==> config.mk <==
export PLATFORM = sky130hd
export DESIGN_NAME = ls_pilot_sig_capture
export DESIGN_NICKNAME = d
export VERILOG_FILES = /design/src/rtl/ls_pilot_sig_capture.sv
export SDC_FILE = /design/constraint.sdc
export NUM_CORES = 1
export LEC_CHECK = 0
export BUFFER_PORTS_ARGS = -buffer_cell sky130_fd_sc_hd__buf_2
export CORE_ASPECT_RATIO = 0.75
export CORE_UTILIZATION = 55
export CTS_CLUSTER_SIZE = 28
export DETAILED_ROUTE_END_ITERATION = 16
export GPL_ROUTABILITY_DRIVEN = 1
export GPL_TIMING_DRIVEN = 0
export PLACE_DENSITY = 0.75
export SYNTH_ARGS = -nofsm -noshare
export SYNTH_HDL_FRONTEND = slang
export SYNTH_SLANG_ARGS = --single-unit
==> constraint.sdc <==
create_clock -name clk -period 2.2 [get_ports clk]
set_input_delay 0.11 -clock clk [delete_from_list [all_inputs] [get_ports clk]]
set_output_delay 0.11 -clock clk [all_outputs]
set_load 0.01 [all_outputs]
==> src/rtl/ls_pilot_sig_capture.sv <==
// Pilot-signal input port: synchroniser, debounce, edge capture,
// interrupt masking and a saturating event counter on Avalon-MM.
module ls_pilot_sig_capture #(
  parameter int WIDTH       = 8,
  parameter int SYNC_STAGES = 2,
  parameter int DEBOUNCE_W  = 8,
  parameter int CNT_W       = 16
) (
  input  logic              clk,
  input  logic              reset,
  input  logic [2:0]        address,
  input  logic              chipselect,
  input  logic              write_n,
  input  logic [31:0]       writedata,
  input  logic [WIDTH-1:0]  in_port,
  output logic [31:0]       readdata,
  output logic              irq
);

  localparam logic [2:0] A_DATA = 3'd0;
  localparam logic [2:0] A_RISE = 3'd1;
  localparam logic [2:0] A_MASK = 3'd2;
  localparam logic [2:0] A_CAP  = 3'd3;
  localparam logic [2:0] A_FALL = 3'd4;
  localparam logic [2:0] A_DEB  = 3'd5;
  localparam logic [2:0] A_EVT  = 3'd6;
  localparam logic [2:0] A_ID   = 3'd7;

  localparam logic [31:0] ID_VAL =
    {16'h5A17, 8'(SYNC_STAGES), 8'(WIDTH)};

  logic [SYNC_STAGES-1:0][WIDTH-1:0] sync_q;
  logic [WIDTH-1:0]                  sync_w;
  logic [WIDTH-1:0][DEBOUNCE_W-1:0]  deb_cnt;
  logic [WIDTH-1:0]                  filt;
  logic [WIDTH-1:0]                  filt_d;
  logic [WIDTH-1:0]                  rise_en;
  logic [WIDTH-1:0]                  fall_en;
  logic [WIDTH-1:0]                  irq_mask;
  logic [WIDTH-1:0]                  edge_cap;
  logic [DEBOUNCE_W-1:0]             deb_len;
  logic [CNT_W-1:0]                  evt_cnt;

  logic                              wr_en;
  logic [WIDTH-1:0]                  wr_bits;
  logic [WIDTH-1:0]                  clr_mask;
  logic [WIDTH-1:0]                  rise;
  logic [WIDTH-1:0]                  fall;
  logic [WIDTH-1:0]                  edge_hit;
  logic                              any_edge;
  logic [31:0]                       rd_mux;
  logic                              unused_wd;

  assign wr_en     = chipselect & ~write_n;
  assign wr_bits   = writedata[WIDTH-1:0];
  assign unused_wd = ^writedata;
  assign sync_w    = sync_q[SYNC_STAGES-1];

  assign clr_mask  = (wr_en && address == A_CAP) ?
                     wr_bits : '0;
  assign rise      = filt & ~filt_d;
  assign fall      = ~filt & filt_d;
  assign edge_hit  = (rise & rise_en) | (fall & fall_en);
  assign any_edge  = |edge_hit;

  assign irq       = |(edge_cap & irq_mask);

  // Metastability chain: each line passes through SYNC_STAGES flops.
  always_ff @(posedge clk) begin
    if (reset) begin
      sync_q <= '0;
    end else begin
      sync_q[0] <= in_port;
      for (int s = 1; s < SYNC_STAGES; s++) begin
        sync_q[s] <= sync_q[s-1];
      end
    end
  end

  // Per-bit debounce: level must hold DEB_LEN+1 cycles to be accepted.
  always_ff @(posedge clk) begin
    if (reset) begin
      deb_cnt <= '0;
      filt    <= '0;
    end else begin
      for (int i = 0; i < WIDTH; i++) begin
        if (sync_w[i] == filt[i]) begin
          deb_cnt[i] <= '0;
        end else if (deb_cnt[i] == deb_len) begin
          filt[i]    <= sync_w[i];
          deb_cnt[i] <= '0;
        end else begin
          deb_cnt[i] <= deb_cnt[i] + DEBOUNCE_W'(1);
        end
      end
    end
  end

  // Delayed filtered level for edge detection.
  always_ff @(posedge clk) begin
    if (reset) begin
      filt_d <= '0;
    end else begin
      filt_d <= filt;
    end
  end

  // Software-writable control registers.
  always_ff @(posedge clk) begin
    if (reset) begin
      rise_en  <= '0;
      fall_en  <= '0;
      irq_mask <= '0;
      deb_len  <= '0;
    end else if (wr_en) begin
      unique case (address)
        A_RISE:  rise_en  <= wr_bits;
        A_MASK:  irq_mask <= wr_bits;
        A_FALL:  fall_en  <= wr_bits;
        A_DEB:   deb_len  <= writedata[DEBOUNCE_W-1:0];
        default: ;
      endcase
    end
  end

  // Edge capture: new edges win over a coincident W1C.
  always_ff @(posedge clk) begin
    if (reset) begin
      edge_cap <= '0;
    end else begin
      edge_cap <= (edge_cap & ~clr_mask) | edge_hit;
    end
  end

  // Saturating event counter; one count per cycle with any edge.
  always_ff @(posedge clk) begin
    if (reset) begin
      evt_cnt <= '0;
    end else if (wr_en && address == A_EVT) begin
      evt_cnt <= any_edge ? CNT_W'(1) : '0;
    end else if (any_edge && evt_cnt != '1) begin
      evt_cnt <= evt_cnt + CNT_W'(1);
    end
  end

  // Read mux, zero-extended to the bus width.
  always_comb begin
    rd_mux = '0;
    unique case (address)
      A_DATA: rd_mux[WIDTH-1:0]      = filt;
      A_RISE: rd_mux[WIDTH-1:0]      = rise_en;
      A_MASK: rd_mux[WIDTH-1:0]      = irq_mask;
      A_CAP:  rd_mux[WIDTH-1:0]      = edge_cap;
      A_FALL: rd_mux[WIDTH-1:0]      = fall_en;
      A_DEB:  rd_mux[DEBOUNCE_W-1:0] = deb_len;
      A_EVT:  rd_mux[CNT_W-1:0]      = evt_cnt;
      A_ID:   rd_mux                 = ID_VAL;
      default: rd_mux = '0;
    endcase
  end

  // Registered read data, independent of chipselect.
  always_ff @(posedge clk) begin
    if (reset) begin
      readdata <= '0;
    end else begin
      readdata <= rd_mux;
    end
  end

endmodule

== After elaboration in Yosys (flattened, before gate mapping) ==
Index checks and enable logic that the tools add are counted.
Widths: inputs -> output; s select.

* Flip-flop bits (word level): 184
* Bits of input ports: 47
* Output and inout bits: 33
* Logic and storage cells: 114

* Add/subtract/negate cells: 9
* Equality and inequality tests: 24
* Multiplexer cells: 7
* Bitwise gates (word level): 21
* Reduce and logical (&&, ||, !) cells: 27

{| class="wikitable"
|+ Operator list
! cell !! count
|-
| $add 8x1->8 const B || 8
|-
| $eq 8x8->1 || 8
|-
| $pmux 8 s8 || 1
|-
| $and 8x8->8 || 6
|-
| $mux 16 || 2
|-
| $not 8->8 || 3
|-
| $reduce_and 2->1 || 12
|-
| $reduce_or 3->1 || 8
|-
| $add 16x1->16 const B || 1
|-
| $ne 16x16->1 const B || 1
|-
| $or 8x8->8 || 2
|-
| $pmux 8 s2 || 1
|-
| $reduce_or 8->1 || 2
|-
| $mux 15 || 1
|-
| $eq 3x3->1 const B || 4
|-
| $not 1->1 || 9
|-
| $eq 1x1->1 || 8
|-
| $mux 8 || 1
|-
| $eq 3x2->1 const B || 2
|-
| $eq 3x1->1 const B || 1
|-
| $logic_and 1x1->1 || 3
|-
| $logic_not 3->1 || 1
|-
| $reduce_bool 2->1 || 1
|-
| $and 1x1->1 || 1
|-
| $mux 1 || 1
|}

== Depth between registers and ports, before layout ==
Gate-level depths: netlist (run 1).

* Depth in word-level cells: 8
* Mapped depth: 8
* Depth with buffers taken out: 7

== Worst setup path after synthesis (run 1) ==
No wires, ideal clock.

* Kind: register to register
* Start point: register evt_cnt[0]
* End point: register evt_cnt[11]
* Library setup time: 70 ps
* Data arrival time: 1,912 ps
* Data required time: 2,130 ps
* Setup slack: 217 ps
* Cell stages (with the launch flop): 7
* Buffers on the path: 0
* Clock period less this slack: 1,983 ps
* Path through: dfxtp_1 ha_1 and4_1 and4bb_4 or4_1 or3_1 a21oi_1

* Cells in the longest elaborated chain, start to end: 3
* Elaborated cells on any way between the ends: 6
* Classes of those cells: 1 x add/sub; 1 x eq/ne; 2 x mux; 2 x reduce/logical

{| class="wikitable"
|+ Ends and longest elaborated chain
! element !! line !! RTL
|-
| from (decl) || 42 || <nowiki>logic [CNT_W-1:0] evt_cnt;</nowiki>
|-
| from (signal assigned) || 140 || <nowiki>evt_cnt <= any_edge ? CNT_W'(1) : '0;</nowiki>
|-
| from (signal assigned) || 142 || <nowiki>evt_cnt <= evt_cnt + CNT_W'(1);</nowiki>
|-
| $add 16x1->16 or $ne 16x16->1 (tied branches) || 142, 141 ||
|-
| $mux 16 or $logic_and 1x1->1 (tied branches) || 141 || <nowiki>end else if (any_edge && evt_cnt != '1) begin</nowiki>
|-
| $mux 16 or $reduce_bool 2->1 (tied branches) || n/a ||
|}

Several ways; a longest one is shown, not always the timed one. The select of a mux whose other input is x is not followed.
A chain may end at the register's enable or synchronous reset.

== Worst setup path after layout (run 1) ==
* Start point: register evt_cnt[0]
* End point: register evt_cnt[9]

The elaborated chain is that of the path after synthesis.

==> results of run 1 <==
==> layer usage <==
layer,vias to the layer above,GRT usage [%]
li1,3114,-
met5,-,0
met4,0,8.00
met2,264,38.8
met3,36,6.92
met1,2895,40.0
==> power by group through the flow <==
stage / Clock, uW / Sequential (uW) / Combinational (uW)
2_1_floorplan: 0 / 3190 / 209
3_3_place_gp: 0 / 3200 / 315
3_5_place_dp: 0 / 3200 / 317
4_1_cts: 2980 / 3130 / 340
5_1_grt: 3140 / 3130 / 379
6_report: 2960 / 3130 / 347
==> logic make-up after synthesis <==
| logic type | synth area share (%) |
|---|---|
| other | 0.0492 |
| and+or+nand+nor | 23.5 |
| DFF | 44.4 |
| AOI/OAI and AO/OA | 8.21 |
| buffers and inverters | 4.81 |
| adders and majority gates | 1.48 |
| muxes | 3.69 |
| xor gates and xnor gates | 13.9 |
==> cells in the mapped netlist (3+ instances only) <==
master / count / area [um2]
mux2i_1: 27 / 270
nor3_1: 9 / 45.0
nor2b_1: 26 / 163
o22ai_1: 11 / 68.8
a221o_1: 3 / 30.0
ha_1: 9 / 113
nand4_1: 18 / 113
a211oi_1: 3 / 22.5
nor2_1: 127 / 477
nand3_1: 55 / 275
nor4_1: 5 / 31.3
dfxtp_1: 169 / 3380
xnor2_1: 89 / 780
o21ai_0: 16 / 80.1
or3_1: 19 / 119
clkbuf_1: 29 / 109
and2_1: 6 / 37.5
a21oi_1: 47 / 235
a22oi_1: 10 / 75.1
inv_1: 14 / 52.6
nand2_1: 67 / 251
or4_1: 4 / 30.0
and3_1: 12 / 75.1
or2_2: 5 / 31.3
o211ai_1: 3 / 22.5
buf_2: 10 / 50.1
buf_4: 16 / 120
xor2_1: 32 / 280
==> flip-flops by register name, indices dropped and copies added (netlist names) <==
signal and flops:
filt_d 8, sync_q 8, filt 8, sync_w 8
deb_len 8, irq_mask 8, fall_en 8, rise_en 8
evt_cnt 16, readdata 17, edge_cap 8, deb_cnt 64
==> worst max-delay path, delay by kind of cell (launching register included) <==
family	cells	cell delay (ns)
AO/OA/AOI/OAI	1	0.15
adder cells (fa/ha/maj)	1	0.25
flip-flops	1	0.38
AND/OR/NAND/NOR	4	1.25
==> stage by stage <==
stage | cells | utilization, %
floorplan | 881 | -
global placement | 1098 | 61.1
detailed placement | 1098 | 61.1
CTS | 1145 | 66.6
global route | 1146 | 66.8
finish | 1146 | 66.8
==> final cells by class <==
type                       instances  area (um2)  share of cell area (%)
buffer                            59         314                    3.55
sequential                       169        3380                    38.2
tap                              171         214                    2.42
multi-input combinational        639        3910                    44.2
timing repair buffer              62         390                    4.41
clock inverter                    15         153                    1.73
clock buffer                      17         425                    4.81
inverter                          14        52.6                   0.594
==> path summary, 6_finish.rpt <==
| kind | start | endpoint | slack [ns] | depth (start not counted) |
|---|---|---|---|---|
| setup reg to reg | evt_cnt[0] | evt_cnt[9] | 0.1 | 6 |
| setup / recovery | evt_cnt[0] | evt_cnt[9] | 0.1 | 6 |
| hold / removal | address[1] | readdata[6] | 0.07 | 4 |
| hold reg to reg | sync_q[7] | sync_w[7] | 0.44 | 1 |
==> what timing repair did <==
item                                   4_1_cts  5_1_grt
endpoints found under the hold margin       23        1
setup endpoints to repair                    0       15
hold buffers                                15        1
gates resized for setup                      0        3
==> placed cells by master (no fill, tap or decap), drive strengths merged, types with 17 or more instances in the layout <==
master,count
nor2b,26
inv,24
dfxtp,169
nand3,56
a21oi,47
clkbuf,46
nor2,128
nand2,67
xor2,32
o21ai,17
nand4,19
mux2i,27
xnor2,89
buf,75
or3,19
==> impl_metrics.env, run 1 <==
export IMPL_outcome="finished clean"
export IMPL_ir_worst_vdd_v=0.000580
export IMPL_grt_pass1_vias=5652
export IMPL_synthCells=874
export IMPL_p_comb_share_pct=5.4
export IMPL_power_density_nw_per_um2=728
export IMPL_dp_slack_ns=0.0770
export IMPL_internal_power_uw=4840
export IMPL_hold_path_class="in -> reg"
export IMPL_die_h_um=104
export IMPL_num_rows=36
export IMPL_setup_slack_ns=0.0975
export IMPL_routed_wl_um=18600
export IMPL_drive_above_1_share_pct=12.2
export IMPL_seq_area_frac_synth_pct=44.4
export IMPL_drt_iter0_drc=766
export IMPL_yosysWarningCount=0
export IMPL_grt_antenna_before_repair=0
export IMPL_fmax_mhz=476
export IMPL_viasPerCell=5.51
export IMPL_syn_avg_cell_area_um2=8.72
export IMPL_dp_hpwl_um=12500
export IMPL_crit_required_ns=2.56
export IMPL_wl_per_cell_um=16.3
export IMPL_portBuffers=46
export IMPL_grt_pass1_wl_um=29700
export IMPL_hold_slack_ns=0.0662
export IMPL_wl_met2_um=7750
export IMPL_track_usage_pct=27.2
export IMPL_drtAntennaViolNets=0
export IMPL_cts_root_buf="clkbuf_16"
export IMPL_dpl_cell_area_um2=8090
export IMPL_path_class="reg -> reg"
export IMPL_rsz0062_at_grt="no"
export IMPL_grt_ovfl_total=0
export IMPL_clkSinkCount=169
export IMPL_synthFlopType="dfxtp_1"
export IMPL_start_util_pct=57.6
export IMPL_route_met3_wl_um=1730
export IMPL_period_share_pct=95.6
export IMPL_stdcell_area_um2=8850
export IMPL_drc_errors=0
export IMPL_cp_start_kind="flip-flop"
export IMPL_p_sw_uw=1590
export IMPL_ys_types=52
export IMPL_num_io_pins=80
export IMPL_cts_buffer_depth=2
export IMPL_core_area_um2=13200
export IMPL_maxSlewHeadroom_pct=54.4
export IMPL_final_setup_skew_ns=0.00995
export IMPL_cts_buffers=17
export IMPL_cpMaxStageDelayCell="or4_1"
export IMPL_setup_viol_count_final=0
export IMPL_path_cells="ha_2, and4_1, and4bb_4, or4_1, or3_1, a21oi_1"
export IMPL_synth_edf_count=0
export IMPL_hold_viol_final=0
export IMPL_dr_pass1_iters=7
export IMPL_die_area_um2=14300
export IMPL_cpPeakStageDelay_ns=0.51
export IMPL_power_uw=6440
export IMPL_top_layer="met4"
export IMPL_seqPwrFrac_pct=48.6
export IMPL_fp_dieW_um=138
export IMPL_tightestPinTransition_ns=0.679
export IMPL_syn_to_final_growth_pct=16.1
export IMPL_wl_met1_um=8810
export IMPL_antennaDiodeCount=0
export IMPL_switching_share_pct=24.8
export IMPL_n_fill_cell=1115
export IMPL_num_vias=6309
export IMPL_gp_congestion=0.941
export IMPL_clk_latency_ns=0.44
export IMPL_path_clk_slew_ns=0.07
export IMPL_grt_max_degree=18
export IMPL_postCtsSetupRepairBufs=0
export IMPL_critPathCaptureType="flip-flop"
export IMPL_syn_area_um2=7620
export IMPL_fin_setup_tns_ns=0
export IMPL_maxSlewViolCount=0
export IMPL_p_leak_uw=0.00330
export IMPL_clockPowerShare_pct=46.0
export IMPL_ys_ff_latch=169
export IMPL_async_flop_share_pct=0
export IMPL_period_needed_ns=2.10
export IMPL_ctsHtreeMaxLevel=4
export IMPL_num_nets_final=1018
export IMPL_critPathMaxFanout=7
export IMPL_maxCapViolCount=0
export IMPL_worst_ep_arrival_time_ns=2.47
export IMPL_tritoncts="done"
Power figures use the tool's default switching activity.
==> run 2: changes to the inputs <==
--- a/config.mk
+++ b/config.mk
@@ -12,6 +12,7 @@
 export DETAILED_ROUTE_END_ITERATION = 16
 export GPL_ROUTABILITY_DRIVEN = 1
 export GPL_TIMING_DRIVEN = 0
+export MAX_ROUTING_LAYER = met4
 export PLACE_DENSITY = 0.75
 export SYNTH_ARGS = -nofsm -noshare
 export SYNTH_HDL_FRONTEND = slang
==> impl_metrics.env, run 2 (synthesized netlist as in run 1, its figures left out) <==
export IMPL_drc_errors=0
export IMPL_critPathMaxFanout=7
export IMPL_core_area_um2=13200
export IMPL_p_leak_uw=0.00330
export IMPL_crit_required_ns=2.57
export IMPL_drive_above_1_share_pct=12.2
export IMPL_wl_per_cell_um=16.2
export IMPL_path_class="reg -> reg"
export IMPL_hold_slack_ns=0.0664
export IMPL_period_share_pct=95.5
export IMPL_switching_share_pct=24.8
export IMPL_num_vias=6282
export IMPL_dp_hpwl_um=12500
export IMPL_clkSinkCount=169
export IMPL_fp_dieW_um=138
export IMPL_power_uw=6440
export IMPL_maxSlewHeadroom_pct=53.4
export IMPL_internal_power_uw=4840
export IMPL_ctsHtreeMaxLevel=4
export IMPL_seqPwrFrac_pct=48.6
export IMPL_power_density_nw_per_um2=728
export IMPL_largest_reg_flops=64
export IMPL_final_setup_skew_ns=0.00899
export IMPL_cts_root_buf="clkbuf_16"
export IMPL_p_comb_share_pct=5.4
export IMPL_cts_buffers=17
export IMPL_start_util_pct=57.6
export IMPL_track_usage_pct=28.0
export IMPL_worst_path_buf_inv=0
export IMPL_stdcell_area_um2=8850
export IMPL_grt_ovfl_total=0
export IMPL_num_nets_final=1018
export IMPL_cp_start_kind="flip-flop"
export IMPL_n_fill_cell=1115
export IMPL_postCtsSetupRepairBufs=0
export IMPL_critical_path_top_delay_family="simple AND/OR/NAND/NOR gates"
export IMPL_period_needed_ns=2.10
export IMPL_portBuffers=46
export IMPL_rsz0062_at_grt="no"
export IMPL_grt_pass1_wl_um=29700
export IMPL_num_io_pins=80
export IMPL_path_clk_slew_ns=0.07
export IMPL_syn_to_final_growth_pct=16.1
export IMPL_critPathCaptureType="flip-flop"
export IMPL_setup_viol_count_final=0
export IMPL_cts_buffer_depth=2
export IMPL_grt_antenna_before_repair=0
export IMPL_outcome="finished clean"
export IMPL_top_register="deb_cnt"
export IMPL_die_h_um=104
export IMPL_most_common_layout_cells="169 x dfxtp_1, 127 x nor2_1, 89 x xnor2_1, 67 x nand2_1, 56 x buf_2"
export IMPL_grt_pass1_vias=5655
export IMPL_routed_wl_um=18600
export IMPL_grt_max_degree=18
export IMPL_viasPerCell=5.48
export IMPL_gp_congestion=0.958
export IMPL_tightestPinTransition_ns=0.693
export IMPL_clockPowerShare_pct=46.0
export IMPL_clk_latency_ns=0.44
export IMPL_hold_path_class="in -> reg"
export IMPL_tritoncts="done"
export IMPL_num_rows=36
export IMPL_ir_worst_vdd_v=0.000584
export IMPL_final_common_cell="dfxtp_1"
export IMPL_maxSlewViolCount=0
export IMPL_p_sw_uw=1600
export IMPL_dp_slack_ns=0.0770
export IMPL_hold_viol_final=0
export IMPL_maxCapViolCount=0
export IMPL_ff_latch_area_um2=3380
export IMPL_cpPeakStageDelay_ns=0.52
export IMPL_dpl_cell_area_um2=8090
export IMPL_setup_slack_ns=0.0996
export IMPL_drt_iter0_drc=700
export IMPL_multiInputGateArea_um2=3910
export IMPL_antennaDiodeCount=0
export IMPL_reg_top3="deb_cnt (64), readdata (17), evt_cnt (16)"
export IMPL_worst_ep_arrival_time_ns=2.47
export IMPL_dr_pass1_iters=5
export IMPL_fmax_mhz=476
export IMPL_path_cells="ha_2, and4_1, and4bb_4, or4_1, or3_1, a21oi_1"
export IMPL_cpMaxStageDelayCell="or4_1"
export IMPL_die_area_um2=14300
export IMPL_fin_setup_tns_ns=0
export IMPL_drtAntennaViolNets=0
-- run 2: cell counts in the layout (fill, tap and decap cells not counted) --
No cell type changed its count.
-- run 2: power groups by stage --
stage / sequential [uW] / clock, uW / combinational [uW]
after detailed placement: 3200 / 0 / 317
after floorplan: 3190 / 0 / 209
after global placement: 3200 / 0 / 315
after global routing: 3130 / 3140 / 379
after CTS: 3130 / 2980 / 340
final: 3130 / 2960 / 346
-- run 2: worst register-to-register path, cell delays in order, from the launching register on --
cell and delay [ns]:
dfxtp_1 0.39, ha_2 0.25, and4_1 0.20, and4bb_4 0.22
or4_1 0.52, or3_1 0.32, a21oi_1 0.14
-- run 2: stage by stage --
stage,util (%),cells
3_5_place_dp,61.1,1098
2_1_floorplan,-,881
4_1_cts,66.6,1145
5_1_grt,66.8,1146
6_report,66.8,1146
3_3_place_gp,61.1,1098
-- run 2: per-layer routing --
layer	GRT usage, %	wire, um
met1	40.0	8820
met5	-	0
met3	7.07	1700
met2	38.8	7780
met4	8.00	315
-- run 2: final timing paths --
check	from	end	slack, ns	depth (start not counted)
max	evt_cnt[0]	evt_cnt[15]	0.1	6
min	address[1]	readdata[0]	0.07	4
max reg2reg	evt_cnt[0]	evt_cnt[15]	0.1	6
min reg2reg	sync_q[7]	sync_w[7]	0.44	1
-- run 2: area by class of cell --
type	instances	area share (%)
timing repair buffer	62	4.41
buffer	59	3.55
tap	171	2.42
multi-input combinational	639	44.2
sequential	169	38.2
clock buffer	17	4.81
inverter	14	0.594
clock inverter	15	1.73
-- run 2: repair_timing --
action	CTS	global route
hold buffers	15	1
hold endpoints to repair	23	1
setup endpoints to repair	0	15
resized for setup	0	3
==> run 3: changes to the inputs <==
==> constraint.sdc (replaced) <==
create_clock -name clk -period 2.12 [get_ports clk]
set_input_delay 0.106 -clock clk [delete_from_list [all_inputs] [get_ports clk]]
set_output_delay 0.106 -clock clk [all_outputs]
set_load 0.01 [all_outputs]
==> impl_metrics.env, run 3 (synthesized netlist as in run 1, its figures left out) <==
export IMPL_num_vias=6273
export IMPL_period_needed_ns=2.02
export IMPL_grt_antenna_before_repair=0
export IMPL_gp_congestion=0.958
export IMPL_cp_start_kind="flip-flop"
export IMPL_largest_reg_flops=64
export IMPL_final_util_pct=67.0
export IMPL_critPathCaptureType="flip-flop"
export IMPL_syn_to_final_growth_pct=16.3
export IMPL_worst_ep_arrival_time_ns=2.38
export IMPL_die_h_um=104
export IMPL_core_area_um2=13200
export IMPL_top_register="deb_cnt"
export IMPL_viasPerCell=5.47
export IMPL_hold_start="address[1]"
export IMPL_start_util_pct=57.6
export IMPL_dp_hpwl_um=12500
export IMPL_p_leak_uw=0.00331
export IMPL_hold_viol_final=0
export IMPL_grt_max_degree=18
export IMPL_maxCapViolCount=0
export IMPL_dpl_cell_area_um2=8090
export IMPL_cts_root_buf="clkbuf_16"
export IMPL_routed_wl_um=18600
export IMPL_fmax_mhz=496
export IMPL_period_share_pct=95.1
export IMPL_drive_above_1_share_pct=12.5
export IMPL_ctsHtreeMaxLevel=4
export IMPL_r2r_start="evt_cnt[0]"
export IMPL_clkSinkCount=169
export IMPL_tritoncts="done"
export IMPL_num_io_pins=80
export IMPL_critPathMaxFanout=7
export IMPL_ir_worst_vdd_v=0.000597
export IMPL_reg_top3="deb_cnt (64), readdata (17), evt_cnt (16)"
export IMPL_rsz0062_at_grt="no"
export IMPL_clk_latency_ns=0.44
export IMPL_portBuffers=46
export IMPL_antennaDiodeCount=0
export IMPL_grt_pass1_vias=5656
export IMPL_stdcell_area_um2=8870
export IMPL_cts_buffer_depth=2
export IMPL_crit_required_ns=2.48
export IMPL_num_rows=36
export IMPL_power_density_nw_per_um2=754
export IMPL_cts_buffers=17
export IMPL_drt_iter0_drc=732
export IMPL_maxSlewViolCount=0
export IMPL_tightestPinTransition_ns=0.682
export IMPL_num_nets_final=1018
export IMPL_cp_startpoint="evt_cnt[0]"
export IMPL_grt_ovfl_total=0
export IMPL_die_area_um2=14300
export IMPL_outcome="finished clean"
export IMPL_final_setup_skew_ns=0.0128
export IMPL_fp_dieW_um=138
export IMPL_path_class="reg -> reg"
export IMPL_drc_errors=0
export IMPL_path_clk_slew_ns=0.07
export IMPL_dr_pass1_iters=5
export IMPL_most_common_layout_cells="167 x dfxtp_1, 127 x nor2_1, 89 x xnor2_1, 67 x nand2_1, 56 x buf_2"
export IMPL_grt_pass1_wl_um=29700
export IMPL_setup_viol_count_final=0
export IMPL_hold_path_class="in -> reg"
export IMPL_drtAntennaViolNets=0
export IMPL_maxSlewHeadroom_pct=54.2
export IMPL_track_usage_pct=28.1
export IMPL_wl_per_cell_um=16.3
export IMPL_final_common_cell="dfxtp_1"
[run 3: cell counts in the layout (fill, tap and decap cells not counted)]
No cell type changed its count.
[run 3: final timing paths]
check,slack [ns],endpoint,cells after the start
setup reg to reg,0.10,evt_cnt[15],6
hold reg to reg,0.44,sync_w[7],1
setup / recovery,0.10,evt_cnt[15],6
hold / removal,0.06,readdata[6],4
[run 3: repair_timing]
item                                    4_1_cts  5_1_grt
endpoints found under the setup margin        3       16
pin swaps                                     0        0
endpoints found under the hold margin        26        0
buffers inserted                              0        0
hold buffers                                 16        0
gates resized for setup                       1        8
[run 3: critical path, stage by stage, from the launching register on]
cell and delay, ns:
dfxtp_2 0.37, ha_4 0.19, and4_1 0.19, and4bb_4 0.22
or4_1 0.52, or3_1 0.32, a21oi_1 0.14
[run 3: where the power goes]
group | internal [uW] | switching, uW | leakage [uW]
registers | 3210 | 34.5 | 0.00137
logic | 147 | 214 | 0.00165
clock network | 1660 | 1410 | 0.000284
total | 5030 | 1660 | 0.00331
[run 3: cell type report]
cell class                      instances  area, um2
Timing Repair Buffer                   62        390
Inverter                               14       52.6
Clock inverter                         15        153
Fill cell                            1110       4370
Buffer                                 59        315
Sequential cell                       169       3390
Tap cell                              171        214
Multi-Input combinational cell        639       3930
Clock buffer                           17        425
[run 3: metrics by stage]
step	std cells	hold slack [ns]	total power (uW)	setup WS [ns]	TNS, ns
finish	1146	0.0640	6690	0.104	0
global route	1146	0.115	6910	0.0300	0
CTS	1146	0.0581	6700	0.0138	0
detailed placement	1098	0.327	3650	-0.00297	-0.00297
global placement	1098	0.326	3650	0.0228	0
floorplan	881	0.234	3530	0.137	0
[run 3: routing by layer]
layer / part of all wire, % / global-route usage, % / vias up
met5: 0 / - / -
li1: - / - / 3112
met2: 41 / 38.9 / 238
met3: 8.1 / 7.07 / 32
met4: 1.8 / 8.00 / 0
met1: 49 / 40.1 / 2891
